<file path="src/rtl/fa_pkg.sv">
// Shared sizing for the FIR -> frame buffer -> FFT chain.
// Pointer-width helper keeps single-sample frames legal.
package fa_pkg;

  localparam int unsigned SAMPLE_W    = 16;
  localparam int unsigned FRAME_LEN   = 16;
  localparam int unsigned FRAME_CNT_W = 8;

  function automatic int unsigned ptr_w(input int unsigned len);
    return (len > 1) ? $clog2(len) : 1;
  endfunction

endpackage

</file>
<file path="src/rtl/frame_bank.sv">
// One frame of sample storage.
// It has a single write port, and the whole bank is presented as a packed read vector.
module frame_bank #(
  parameter int unsigned SAMPLE_W  = fa_pkg::SAMPLE_W,
  parameter int unsigned FRAME_LEN = fa_pkg::FRAME_LEN,
  parameter int unsigned PTR_W     = fa_pkg::ptr_w(FRAME_LEN)
) (
  input  logic                          clk,
  input  logic                          we,
  input  logic [PTR_W-1:0]              waddr,
  input  logic [SAMPLE_W-1:0]           wdata,
  output logic [SAMPLE_W*FRAME_LEN-1:0] rdata
);

  logic [SAMPLE_W-1:0] mem_q [FRAME_LEN];

  // Storage is deliberately left out of reset; the full flags qualify it.
  always_ff @(posedge clk) begin
    if (we) begin
      mem_q[waddr] <= wdata;
    end
  end

  for (genvar i = 0; i < FRAME_LEN; i++) begin : g_rd
    assign rdata[i*SAMPLE_W +: SAMPLE_W] = mem_q[i];
  end

endmodule

</file>
<file path="src/rtl/fir_frame_buf.sv">
// Ping-pong frame buffer between the FIR output and the FFT input.
// Frames are always aligned to sample 0, and a sample is dropped when the write bank is still full.
module fir_frame_buf
  import fa_pkg::*;
#(
  parameter int unsigned SAMPLE_W  = fa_pkg::SAMPLE_W,
  parameter int unsigned FRAME_LEN = fa_pkg::FRAME_LEN
) (
  input  logic                               clk,
  input  logic                               rst,
  input  logic                               fir_valid,
  input  logic [SAMPLE_W-1:0]                fir_d,
  input  logic                               frame_ready,
  output logic                               frame_valid,
  output logic [SAMPLE_W*FRAME_LEN-1:0]      frame_data,
  output logic [fa_pkg::FRAME_CNT_W-1:0]     frame_cnt,
  output logic                               overflow
);

  localparam int unsigned PtrW = ptr_w(FRAME_LEN);
  localparam logic [PtrW-1:0] LastIdx = PtrW'(FRAME_LEN - 1);

  logic [1:0]             full_q, full_d;
  logic                   wbank_q, wbank_d;
  logic                   rbank_q, rbank_d;
  logic [PtrW-1:0]        wptr_q, wptr_d;
  logic [FRAME_CNT_W-1:0] frame_cnt_q, frame_cnt_d;
  logic                   overflow_q, overflow_d;

  logic accept, drop, last, handshake;
  logic [1:0] bank_we;
  logic [SAMPLE_W*FRAME_LEN-1:0] rdata0, rdata1;

  assign accept    = fir_valid & ~full_q[wbank_q];
  assign drop      = fir_valid &  full_q[wbank_q];
  assign last      = accept & (wptr_q == LastIdx);
  assign handshake = full_q[rbank_q] & frame_ready;

  assign bank_we[0] = ~rst & accept & ~wbank_q;
  assign bank_we[1] = ~rst & accept &  wbank_q;

  // Completion and release never hit the same bank: a full write bank never accepts.
  always_comb begin
    full_d      = full_q;
    wbank_d     = wbank_q;
    rbank_d     = rbank_q;
    wptr_d      = wptr_q;
    frame_cnt_d = frame_cnt_q;
    overflow_d  = overflow_q;
    if (handshake) begin
      full_d[rbank_q] = 1'b0;
      rbank_d         = ~rbank_q;
      frame_cnt_d     = frame_cnt_q + 1'b1;
    end
    if (last) begin
      full_d[wbank_q] = 1'b1;
      wbank_d         = ~wbank_q;
      wptr_d          = '0;
    end else if (accept) begin
      wptr_d = wptr_q + 1'b1;
    end
    if (drop) begin
      wptr_d     = '0;
      overflow_d = 1'b1;
    end
  end

  always_ff @(posedge clk) begin
    if (rst) begin
      full_q      <= '0;
      wbank_q     <= 1'b0;
      rbank_q     <= 1'b0;
      wptr_q      <= '0;
      frame_cnt_q <= '0;
      overflow_q  <= 1'b0;
    end else begin
      full_q      <= full_d;
      wbank_q     <= wbank_d;
      rbank_q     <= rbank_d;
      wptr_q      <= wptr_d;
      frame_cnt_q <= frame_cnt_d;
      overflow_q  <= overflow_d;
    end
  end

  frame_bank #(
    .SAMPLE_W  (SAMPLE_W),
    .FRAME_LEN (FRAME_LEN),
    .PTR_W     (PtrW)
  ) u_bank0 (
    .clk   (clk),
    .we    (bank_we[0]),
    .waddr (wptr_q),
    .wdata (fir_d),
    .rdata (rdata0)
  );

  frame_bank #(
    .SAMPLE_W  (SAMPLE_W),
    .FRAME_LEN (FRAME_LEN),
    .PTR_W     (PtrW)
  ) u_bank1 (
    .clk   (clk),
    .we    (bank_we[1]),
    .waddr (wptr_q),
    .wdata (fir_d),
    .rdata (rdata1)
  );

  assign frame_valid = full_q[rbank_q];
  assign frame_data  = rbank_q ? rdata1 : rdata0;
  assign frame_cnt   = frame_cnt_q;
  assign overflow    = overflow_q;

endmodule
</file>
<file path="config.mk">
export PLATFORM = sky130hd
export DESIGN_NAME = fir_frame_buf
export DESIGN_NICKNAME = d
export VERILOG_FILES = /design/src/rtl/fa_pkg.sv /design/src/rtl/frame_bank.sv /design/src/rtl/fir_frame_buf.sv
export SDC_FILE = /design/constraint.sdc
export NUM_CORES = 1
export LEC_CHECK = 0
export BUFFER_PORTS_ARGS = -buffer_cell sky130_fd_sc_hd__clkbuf_2
export CAP_MARGIN = 20
export CORE_AREA = 2 2 240 242
export CTS_CLUSTER_SIZE = 30
export DETAILED_ROUTE_END_ITERATION = 6
export DIE_AREA = 0 0 242 244
export GPL_TIMING_DRIVEN = 0
export HOLD_SLACK_MARGIN = 0.05
export PLACE_DENSITY = 0.52
export SLEW_MARGIN = 20
export SYNTH_ARGS = -nofsm -noshare
export SYNTH_HDL_FRONTEND = slang
export SYNTH_HIERARCHICAL = 1
export SYNTH_SLANG_ARGS = --single-unit
export TNS_END_PERCENT = 100
</file>
<file path="constraint.sdc">
create_clock -name clk -period 5.27 [get_ports clk]
set_input_delay 0.527 -clock clk [delete_from_list [all_inputs] [get_ports clk]]
set_output_delay 0.527 -clock clk [all_outputs]
set_load 0.01 [all_outputs]
</file>
==> flow_summary.yaml, run 1 <==
clocking:
  clockBufferDepth: 3
  ctsHoldBuffers: 0
  clock_sinks: 529
  cts-resized-gates: 0
  worstSkewPairLatency_ps: 580
  numCtsBuffers: 56
  cts-root-buf: "clkbuf_16"
  cts_max_level: 2
  path_clk_slew_ps: 60
  tritoncts: "yes"
  post-cts-setup-buffers: 0
drt:
  vias: 10100
  vias_per_cell: 4.75
  route.detailed.drc: 0
  dr.pass1.iters: 5
  ant_nets: 0
  drt-total-wl_um: 50200
  wl_per_cell_um: 23.6
  drt_iter0_markers: 645
finish:
  multiInputGateArea_um2: 3780
  seq_area_um2: 15700
  fin_nets: 1348
  final_util_pct: 42.9
  nFillCells: 5092
  drive_above_1_share_pct: 52.2
  final_common_cell: "edfxtp_1"
  syn_to_final_growth_pct: 23.2
  finalNonFillerCells: 2128
  layout_common_cells: "edfxtp_1, clkbuf_2, mux2_2, clkbuf_16, buf_2"
placed_design:
  place_hpwl_um: 30800
  dp.cells: 2024
  port-buffer-count: 285
  place.gp.congestion: 0.733
critical_path:
  crit_type: "flop to flop"
  cp-start-kind: "flop"
  end_kind: "flop"
  reg2reg_depth: 4
  ff2ff_setup_slack_ps: 2120
  worstPathArrival_ps: 3430
  required_ps: 5550
  path_max_fanout: 7
flow_run:
  maxCapViolCount: 0
floorplan:
  die_area_um2: 59000
  start_util_pct: 34.8
  die_h_um: 244
  core_area_um2: 56200
  rows: 87
  die_width_um: 242
  io_pins: 286
power_and_ir_drop:
  leakage_nw: 8.26
  power.density_nw_per_um2: 347
  irDropWorstVdd_mv: 0.206
grt:
  grt_pass1_vias: 10300
  grt_max_degree: 33
  grt_pass1_wl_um: 71100
  track_usage_pct: 16.8
  antenna_found_initial: 1
  grt_overflow_total: 0
yosys:
  synthArstFlopShare_pct: 0
  synth_largest_area_cell: "edfxtp_1"
  synth_top_area_share_pct: 78.6
  synthesis.area_um2: 19600
  ys_seq_area_share_pct: 80.3
  synth_seq_cells: 529
  synth_area_per_cell_um2: 20.7
  ys.flop_type: "edfxtp_1"
  syn-num-nets: 965
  synth_edf_count: 512
  synth.distinct_cells: 41
  yosys_warnings: 6
  synth_area_leaders: "edfxtp_1, mux2_2, dfxtp_1"
  syn_inst: 943
sta:
  slew_viol_final: 0
  setup_viol: 0
  fmax_ghz: 0.318
  rsz0062_at_grt: "false"
  skew_ps: 11.4
  relSlewSlack_pct: 28.7
  worst_slew_pin_slew_ps: 1060
  fin_crit_sh_pct: 59.8
  finalHoldViolCount: 0
  fin_crit_ps: 3150
min_path:
  hold_class: "input pin to flop"
  hold_depth: 3
run_status:
  status: "complete, no violations"
==> synthesized netlist by cell type, drive strengths merged (7+ instances only) <==
cell,count
mux2,259
nand2b,7
a21oi,13
clkbuf,10
nand3,7
buf,28
nand2,7
edfxtp,512
nor3,7
nor2,15
dfxtp,17
==> worst max-delay path: stages, from the launching register on <==
cell      delay (ps)
dfxtp_1          450
nor4bb_1         870
nand2_1          430
nor4_2           750
buf_2            350
==> power breakdown <==
| group | total [mW] | switching [mW] | internal, mW | leakage (nW) |
|---|---|---|---|---|
| Clock | 3.58 | 1.53 | 2.06 | 0.819 |
| Combinational | 0.158 | 0.130 | 0.0281 | 2.69 |
| Sequential | 4.63 | 0.00620 | 4.63 | 4.74 |
==> layout make-up <==
type                            instances  share of cell area, %
Clock inverter                         28                  0.649
Multi-Input combinational cell        373                   15.7
Buffer                                 38                  0.768
Clock buffer                           73                   6.29
Sequential cell                       529                   65.2
Timing Repair Buffer                  325                   7.43
Antenna cell                            3                 0.0311
Inverter                                3                 0.0467
Tap cell                              756                   3.92
==> metrics by stage <==
| stage | cell area, um^2 | setup WS, ps | power, mW | setup TNS, ps | hold slack [ps] |
|---|---|---|---|---|---|
| final | 24100 | 2120 | 8.37 | 0 | 267 |
| after global routing | 24100 | 1900 | 8.67 | 0 | 271 |
| after CTS | 24100 | 2010 | 8.51 | 0 | 217 |
| after detailed placement | 22400 | 1530 | 4.89 | 0 | 467 |
| after global placement | 21900 | -344 | 4.88 | -13530 | 462 |
| after floorplan | 19600 | 1620 | 4.75 | 0 | 496 |
==> kinds of logic after synthesis <==
| kind of cell | share of synthesized area [%] |
|---|---|
| multiplexers | 15.0 |
| AND/OR/NAND/NOR | 2.81 |
| buffers and inverters | 1.00 |
| flip-flops | 80.3 |
| adder cells (fa/ha/maj) | 0.128 |
| AO/OA/AOI/OAI | 0.697 |
==> metal layers <==
layer,vias up,track usage (%),share of wire (%)
met2,274,28.4,50
met3,66,3.98,5.8
met4,0,3.72,1.7
li1,4528,-,-
met5,-,0,0
met1,5249,22.0,43
==> sequential cells by signal, summed over array words and instances, names as in the netlist <==
register,cells
u_bank0/mem_q,256
overflow,1
rbank_q,1
full_q,2
u_bank1/mem_q,256
frame_cnt,8
wbank_q,1
wptr_q,4
==> worst paths after layout <==
check / from / endpoint
setup / recovery: wbank_q / u_bank1/mem_q[2][15]
hold / removal: fir_valid / wptr_q[0]
setup reg to reg: wbank_q / u_bank1/mem_q[2][15]
hold reg to reg: overflow / overflow
Power figures use the tool's default switching activity.
==> inputs of run 2 (changes only) <==
clock period = 3.2 ns   (was 5.27 ns; I/O delays follow)
==> run 2 against run 1 <==
Critical path depth unchanged. Critical path type unchanged. Wire length decreased by 0.25%. Highest routed layer is now met5. Register-to-register slack got worse by 1900 ps. Power up 67%.
==> flow_summary.yaml, run 2 (synthesis results as in run 1) <==
run_status:
  status: "complete, no violations"
clocking:
  cts_max_level: 2
  numCtsBuffers: 57
  ctsHoldBuffers: 2
  tritoncts: "yes"
  post-cts-setup-buffers: 0
  path_clk_slew_ps: 60
  worstSkewPairLatency_ps: 590
  cts-root-buf: "clkbuf_16"
  cts-resized-gates: 0
  clockBufferDepth: 3
  clock_sinks: 529
drt:
  drt_iter0_markers: 618
  ant_nets: 0
  drt-total-wl_um: 50100
  wl_per_cell_um: 23.6
  dr.pass1.iters: 4
  vias_per_cell: 4.79
  route.detailed.drc: 0
  vias: 10200
sta:
  finalHoldViolCount: 0
  rsz0062_at_grt: "false"
  fin_crit_sh_pct: 92.0
  fin_crit_ps: 2940
  skew_ps: 12.5
  setup_viol: 0
  slew_viol_final: 0
  setup_slack_ps: 257
  fmax_ghz: 0.340
  relSlewSlack_pct: 26.4
  fin_hold_ws_ps: 132
  worst_slew_pin_slew_ps: 1100
floorplan:
  die_area_um2: 59000
  rows: 87
  start_util_pct: 34.8
  die_h_um: 244
  core_area_um2: 56200
  io_pins: 286
  die_width_um: 242
critical_path:
  rr_endpoint: "u_bank1/mem_q[1][7]"
  end_kind: "flop"
  ff2ff_setup_slack_ps: 260
  reg2reg_depth: 4
  required_ps: 3490
  path_max_fanout: 9
  r2r_start: "wbank_q"
  crit_type: "flop to flop"
  cp-start-kind: "flop"
  worstPathArrival_ps: 3240
grt:
  grt_pass1_vias: 10300
  grt_max_degree: 33
  track_usage_pct: 16.6
  grt_pass1_wl_um: 70900
  antenna_found_initial: 3
  grt_overflow_total: 0
placed_design:
  place_hpwl_um: 30800
  dpl_cell_area_um2: 22400
  port-buffer-count: 285
  dp_worst_setup_slack_ps: -256
  place.gp.congestion: 0.772
power_and_ir_drop:
  leakage_nw: 8.25
  irDropWorstVdd_mv: 0.467
  power.density_nw_per_um2: 577
  finalPower_mw: 14.0
finish:
  final_util_pct: 43.1
  final_common_cell: "edfxtp_1"
  syn_to_final_growth_pct: 23.7
  multiInputGateArea_um2: 3810
  nFillCells: 5079
  design_area_um2: 24200
  layout_common_cells: "edfxtp_1, clkbuf_2, mux2_2, clkbuf_16, clkbuf_1"
  drive_above_1_share_pct: 51.6
  seq_area_um2: 15700
  fin_nets: 1344
min_path:
  min-delay-start: "rst"
  hold_class: "input pin to flop"
  hold_depth: 3
  hold_path_end: "frame_cnt[5]"
flow_run:
  maxCapViolCount: 0
==> run 2: metrics by stage <==
step	TNS, ps	std cells
CTS	0	2120
global placement	-332070	1984
detailed placement	-14690	2016
floorplan	0	943
finish	0	2124
global route	0	2121
==> run 2: how the worst max path moves through the flow <==
stage,depth (start not counted),start,slack (ps),endpoint
final,4,wbank_q,260,u_bank1/mem_q[1][7]
after global routing,4,wbank_q,30,u_bank1/mem_q[1][10]
after CTS,5,rbank_q,90,frame_data[149]
after detailed placement,5,rst,-260,u_bank0/mem_q[7][0]
after global placement,5,rst,-1430,u_bank0/mem_q[10][2]
after floorplan,4,fir_valid,60,u_bank0/mem_q[1][0]
==> run 2: power by group <==
group / internal [mW] / switching [mW] / leakage [nW]
Combinational: 0.0490 / 0.215 / 2.68
Sequential: 7.62 / 0.0104 / 4.74
Clock: 3.52 / 2.56 / 0.828
==> run 2: worst max-delay path: stages (launching register included) <==
cell and delay [ps]:
dfxtp_1 450, nor4bb_1 670, nand2b_1 400, nor3b_2 800, buf_4 330
==> run 2: cell type report <==
cell class,instances,share of cell area [%]
sequential,529,65.0
multi-input combinational,373,15.8
timing repair buffer,320,7.52
clock buffer,79,6.28
tap,756,3.91
buffer,38,0.765
clock inverter,23,0.745
inverter,3,0.0465
antenna,3,0.0310
==> run 2: layer usage <==
layer / vias up / GRT usage [%] / wire length, um
li1: 4516 / - / -
met1: 5324 / 22.2 / 21900
met2: 255 / 27.3 / 24500
met3: 70 / 4.28 / 2770
met4: 2 / 4.03 / 956
met5: - / 0 / 16
